### config.mk
export PLATFORM = sky130hd
export DESIGN_NAME = weight_rom_arbiter
export DESIGN_NICKNAME = d
export VERILOG_FILES = /design/src/rtl/weight_rom_arbiter.sv
export SDC_FILE = /design/constraint.sdc
export NUM_CORES = 1
export LEC_CHECK = 0
export ABC_CLOCK_PERIOD_IN_PS = 1800
export CORE_AREA = 3 3 164 166
export DETAILED_ROUTE_END_ITERATION = 8
export DIE_AREA = 0 0 167 169
export HOLD_SLACK_MARGIN = 0.12
export MAX_ROUTING_LAYER = met4
export PLACE_DENSITY_LB_ADDON = 0.15
export SETUP_SLACK_MARGIN = 0.4
export SYNTH_ARGS = -nofsm -noshare
export SYNTH_HDL_FRONTEND = slang
export SYNTH_SLANG_ARGS = --single-unit
export TNS_END_PERCENT = 50
### constraint.sdc
create_clock -name clk -period 1.8 [get_ports clk]
set_clock_uncertainty 0.2 [all_clocks]
set_input_delay 0.27 -clock clk [delete_from_list [all_inputs] [get_ports clk]]
set_output_delay 0.27 -clock clk [all_outputs]
set_load 0.02 [all_outputs]
### src/rtl/weight_rom_arbiter.sv
// Two-port arbiter for the shared weight ROM read port: round-robin ownership with
// burst locking and a starvation cap, registered ROM reads, tagged in-order returns.
module weight_rom_arbiter #(
  parameter int ADDR_W    = 9,
  parameter int DATA_W    = 192,
  parameter int ROM_LAT   = 1,
  parameter int ROM_DEPTH = 453,
  parameter int MAX_BURST = 16
) (
  input  logic              clk,
  input  logic              rst_n,
  input  logic              req0,
  input  logic [ADDR_W-1:0] addr0,
  output logic              gnt0,
  output logic              rvalid0,
  input  logic              req1,
  input  logic [ADDR_W-1:0] addr1,
  output logic              gnt1,
  output logic              rvalid1,
  output logic              rom_en,
  output logic [ADDR_W-1:0] rom_addr,
  input  logic [DATA_W-1:0] rom_data,
  output logic [DATA_W-1:0] rdata,
  output logic              err_range
);

  localparam int CNT_W = $clog2(MAX_BURST + 1);
  localparam logic [CNT_W-1:0] MAX_CNT = CNT_W'(MAX_BURST);
  localparam int DEPTH_CLAMP = (ROM_DEPTH > 2**ADDR_W) ? 2**ADDR_W : ROM_DEPTH;
  localparam logic [ADDR_W:0] DEPTH_LIM = (ADDR_W+1)'(DEPTH_CLAMP);

  typedef enum logic [1:0] {IDLE = 2'd0, OWN0 = 2'd1, OWN1 = 2'd2} state_t;

  state_t             state_q, state_d;
  logic [CNT_W-1:0]   cnt_q, cnt_d;
  logic               rr_q, rr_d;
  logic               rom_en_q, rom_en_d;
  logic [ADDR_W-1:0]  rom_addr_q, rom_addr_d;
  logic               err_q, err_d;
  logic [ROM_LAT:0]   tag_v_q, tag_v_d;
  logic [ROM_LAT:0]   tag_q, tag_d;

  logic [1:0]         req_v;
  logic [1:0]         gnt_v;
  logic               cur;
  logic               take;
  logic               sel;
  logic [ADDR_W-1:0]  acc_addr;

  always_comb begin
    req_v   = {req1, req0};
    cur     = (state_q == OWN1);
    state_d = state_q;
    cnt_d   = cnt_q;
    rr_d    = rr_q;
    take    = 1'b0;
    sel     = cur;
    case (state_q)
      IDLE: begin
        if (|req_v) begin
          take    = 1'b1;
          sel     = (&req_v) ? rr_q : req_v[1];
          state_d = sel ? OWN1 : OWN0;
          cnt_d   = CNT_W'(1);
        end
      end
      OWN0, OWN1: begin
        if (req_v[cur]) begin
          take = 1'b1;
          if (cnt_q < MAX_CNT) begin
            cnt_d = cnt_q + CNT_W'(1);
          end else if (req_v[~cur]) begin
            // Burst cap reached with the other port waiting: hand over with no bubble.
            sel     = ~cur;
            state_d = cur ? OWN0 : OWN1;
            cnt_d   = CNT_W'(1);
            rr_d    = cur;
          end
        end else begin
          rr_d = ~cur;
          if (req_v[~cur]) begin
            take    = 1'b1;
            sel     = ~cur;
            state_d = cur ? OWN0 : OWN1;
            cnt_d   = CNT_W'(1);
          end else begin
            state_d = IDLE;
            cnt_d   = '0;
          end
        end
      end
      default: begin
        state_d = IDLE;
        cnt_d   = '0;
      end
    endcase

    gnt_v      = take ? (sel ? 2'b10 : 2'b01) : 2'b00;
    acc_addr   = sel ? addr1 : addr0;
    rom_en_d   = take;
    rom_addr_d = take ? acc_addr : rom_addr_q;
    err_d      = err_q | (take && ({1'b0, acc_addr} >= DEPTH_LIM));
    // Tag pipeline is one stage deeper than the ROM so its output lines up with rom_data.
    tag_v_d    = {tag_v_q[ROM_LAT-1:0], take};
    tag_d      = {tag_q[ROM_LAT-1:0], sel};
  end

  always_ff @(posedge clk or negedge rst_n) begin
    if (!rst_n) begin
      state_q    <= IDLE;
      cnt_q      <= '0;
      rr_q       <= 1'b0;
      rom_en_q   <= 1'b0;
      rom_addr_q <= '0;
      err_q      <= 1'b0;
      tag_v_q    <= '0;
      tag_q      <= '0;
    end else begin
      state_q    <= state_d;
      cnt_q      <= cnt_d;
      rr_q       <= rr_d;
      rom_en_q   <= rom_en_d;
      rom_addr_q <= rom_addr_d;
      err_q      <= err_d;
      tag_v_q    <= tag_v_d;
      tag_q      <= tag_d;
    end
  end

  assign gnt0      = gnt_v[0] & rst_n;
  assign gnt1      = gnt_v[1] & rst_n;
  assign rvalid0   = tag_v_q[ROM_LAT] & ~tag_q[ROM_LAT];
  assign rvalid1   = tag_v_q[ROM_LAT] & tag_q[ROM_LAT];
  assign rom_en    = rom_en_q;
  assign rom_addr  = rom_addr_q;
  assign rdata     = rom_data;
  assign err_range = err_q;

endmodule

==> metrics.yaml <==
outcome:
  status: "finished, violations left"
  violations: "negative setup slack"
detailed_routing:
  first_pass_iters: 4
  vias: 1590
  postRouteAntennaNets: 0
  drc: 0
  finalWirelength_um: 6414
  viasPerCell: 2.849
  drtIter0Drc: 49
  avgRoutedWirePerCell_um: 11.49
timing:
  max-slew-margin-rel_pct: 76.89
  fin_crit_sh_pct: 127.9
  worst_pin_slew_ns: 0.3454
  fmax_ghz: 0.4345
  hold_viol: 0
  setup_ws_ns: -0.5015
  fin_crit_ns: 2.302
  setup_viol: 20
  finalMaxSlewViolations: 0
  rsz0062_at_grt: "true"
global_routing:
  grt_pass1_vias: 1761
  grt_first_pass_wirelength_um: 9867
  grt_max_degree: 21
  gr-total-overflow: 0
  grtUsageTotal_pct: 4.503
  grt_antenna_before_repair: 1
place:
  portBuffers: 36
  hpwl_um: 4873
  placed_cell_area_um2: 2342
  gp_congestion: 0.7217
  post-place-ws_ns: -0.9851
  place_inst: 538
cts:
  worstSkewPairLatency_ns: 0.26
  cts_tree: "built"
  cts.sinks: 22
  cts.path.max_buffers: 2
  h-tree-depth: 1
  cts_buffers: 3
  clock-root-buffer: "clkbuf_16"
  clk_pin_slew_ns: 0.06
pwr:
  total_leakage_power_nw: 1.063
  p_comb_share_pct: 70.7
  clkPwrFrac_pct: 10.6
  internal-power_mw: 2.785
  switching_share_pct: 39.77
  switching_power_mw: 1.840
  peakVddDrop_v: 0.0006354
  power_density_nw_per_um2: 1719
  p_seq_share_pct: 18.7
synthesis:
  synthMostInstantiatedCell: "buf_4"
  synth_seq_cells: 22
  netlist_area_um2: 2793
  synth_nets: 555
  netlist.top_cell.by_area: "buf_4"
  netlist_top_cells_count: "buf_4, dfrtp_1, a21oi_1"
  avgSynthCellArea_um2: 8.312
  synth.distinct_cells: 36
  async_reset_ff_share_pct: 100.0
  syn_inst: 336
  yosysTopAreaCellShare_pct: 52.15
  seq_area_frac_synth_pct: 19.71
  synth_edf_count: 0
  synth_ff_type: "dfrtp_1"
  yosysWarningCount: 0
  synth_area_leaders: "buf_4, dfrtp_1, mux2i_1"
die:
  dieWidth_um: 167
  die_area_um2: 28220
  die_h_um: 169
  design.core.area_um2: 25760
  top_level_ports: 421
  rows: 59
  initial_core_util_pct: 10.84
setup_path:
  critPathMaxFanout: 4
  cp.arrival_ns: 1.83
  required_ns: 1.33
  r2r_slack_ns: -0.44
  cp_common_cell: "buf_4"
  startpoint_type: "flop"
  path_cells: "ha_2 > buf_4 > buf_4 > a211oi_4 > buf_4 > and3_4 > buf_6"
  cp-end-kind: "primary output"
  max_stage_delay_ns: 0.45
  cp_slowest_cell: "dfrtp_2"
  worstSetupPathType: "reg2out"
flow_run:
  drv_cap: 0
finish:
  drive_gt1_share_pct: 45.50
  final_area_um2: 2690
  layout.cells.non_filler: 558
  area_delta_synth_final_pct: -3.674
  nets: 443
hold_path:
  hold_path_class: "reg2reg"
## flip-flops by register name, indices dropped and copies added, names as in the netlist
name / cells
rr_q: 1
err_range: 1
tag_q: 2
cnt_q: 5
tag_v_q: 2
rom_addr: 9
state_q: 2
## logic make-up (layout without fill, tap and decap cells)
group | count (synthesis) | after routing | synth area share [%]
AO/OA/AOI/OAI | 40 | 40 | 9.723
XOR/XNOR | 1 | 1 | 0.3137
adder cells (fa/ha/maj) | 5 | 5 | 2.240
buffers and inverters | 208 | 94 | 54.93
flip-flops | 22 | 22 | 19.71
multiplexers | 12 | 12 | 4.391
other | 0 | 1 | 0
AND/OR/NAND/NOR | 48 | 48 | 8.692
## critical path: cells and delay by family, from the launching register on
| kind | cells | cell delay (ns) |
|---|---|---|
| buffers and inverters | 4 | 0.55 |
| DFF | 1 | 0.45 |
| adders and majority gates | 1 | 0.20 |
| AOI/OAI and AO/OA | 1 | 0.19 |
| and+or+nand+nor | 1 | 0.17 |
## what timing repair did
| action | in CTS | in global routing |
|---|---|---|
| hold buffers | 0 | 0 |
| cloned | 0 | 1 |
| setup endpoints to repair | 35 | 32 |
| resized for setup | 84 | 24 |
| pin swaps | 7 | 11 |
| setup buffers | 9 | 6 |
## layout make-up
| class | count | area, µm² |
|---|---|---|
| antenna | 1 | 2.502 |
| clock buffer | 3 | 75.07 |
| fill | 2963 | 23070 |
| inverter | 8 | 32.53 |
| multi-input combinational | 106 | 890.9 |
| sequential | 22 | 551.8 |
| tap | 335 | 419.2 |
| timing repair buffer | 83 | 718.2 |
## per-layer routing
metal  GRT usage [%]  vias up  routed length (µm)
met2           6.596      108                2771
li1                -      662                   -
met3           1.752       67                 674
met4           3.910        0                 359
met5               -        -                   0
met1           4.729      753                2609
## path summary, 6_finish.rpt
| path | start | endpoint | cells past startpoint |
|---|---|---|---|
| worst max-delay path | state_q[1] | gnt1 | 7 |
| worst min-delay path | tag_q[0] | tag_q[1] | 0 |
| worst max register to register | state_q[1] | err_range | 8 |
| worst min register to register | tag_q[0] | tag_q[1] | 0 |
| max in group asynchronous | rst_n | rom_addr[2] | 2 |
| min in group asynchronous | rst_n | tag_v_q[1] | 2 |
## power by group through the flow
stage / combinational (mW) / sequential (mW) / clock (mW)
after floorplan: 1.88 / 0.995 / 0
after global placement: 2.52 / 0.875 / 0
after detailed placement: 2.50 / 0.875 / 0
after CTS: 2.99 / 0.876 / 0.521
after global routing: 3.55 / 0.908 / 0.535
final: 3.27 / 0.867 / 0.489
## per-stage QoR
step | hold WS, ns | utilization (%) | power [mW] | setup TNS (ns)
after global placement | 0.1322 | 9.091 | 3.399 | -11.09
after detailed placement | 0.1393 | 9.091 | 3.373 | -11.47
after floorplan | -0.2256 | - | 2.879 | -1.066
after global routing | 0.1567 | 10.44 | 4.995 | -8.331
final | 0.1521 | 10.44 | 4.625 | -6.398
after CTS | 0.1547 | 10.07 | 4.391 | -7.156
## cell usage in the layout (no fill, tap or decap), types with 4 or more instances in the layout
cell	n
a21oi_1	14
a21oi_2	5
buf_2	10
buf_4	42
buf_6	6
clkbuf_16	4
clkdlybuf4s50_1	20
dfrtp_1	21
inv_1	5
mux2i_1	7
nand2_1	8
nor2_1	13
nor3_1	4
o21ai_0	5
Power figures use the tool's default switching activity.
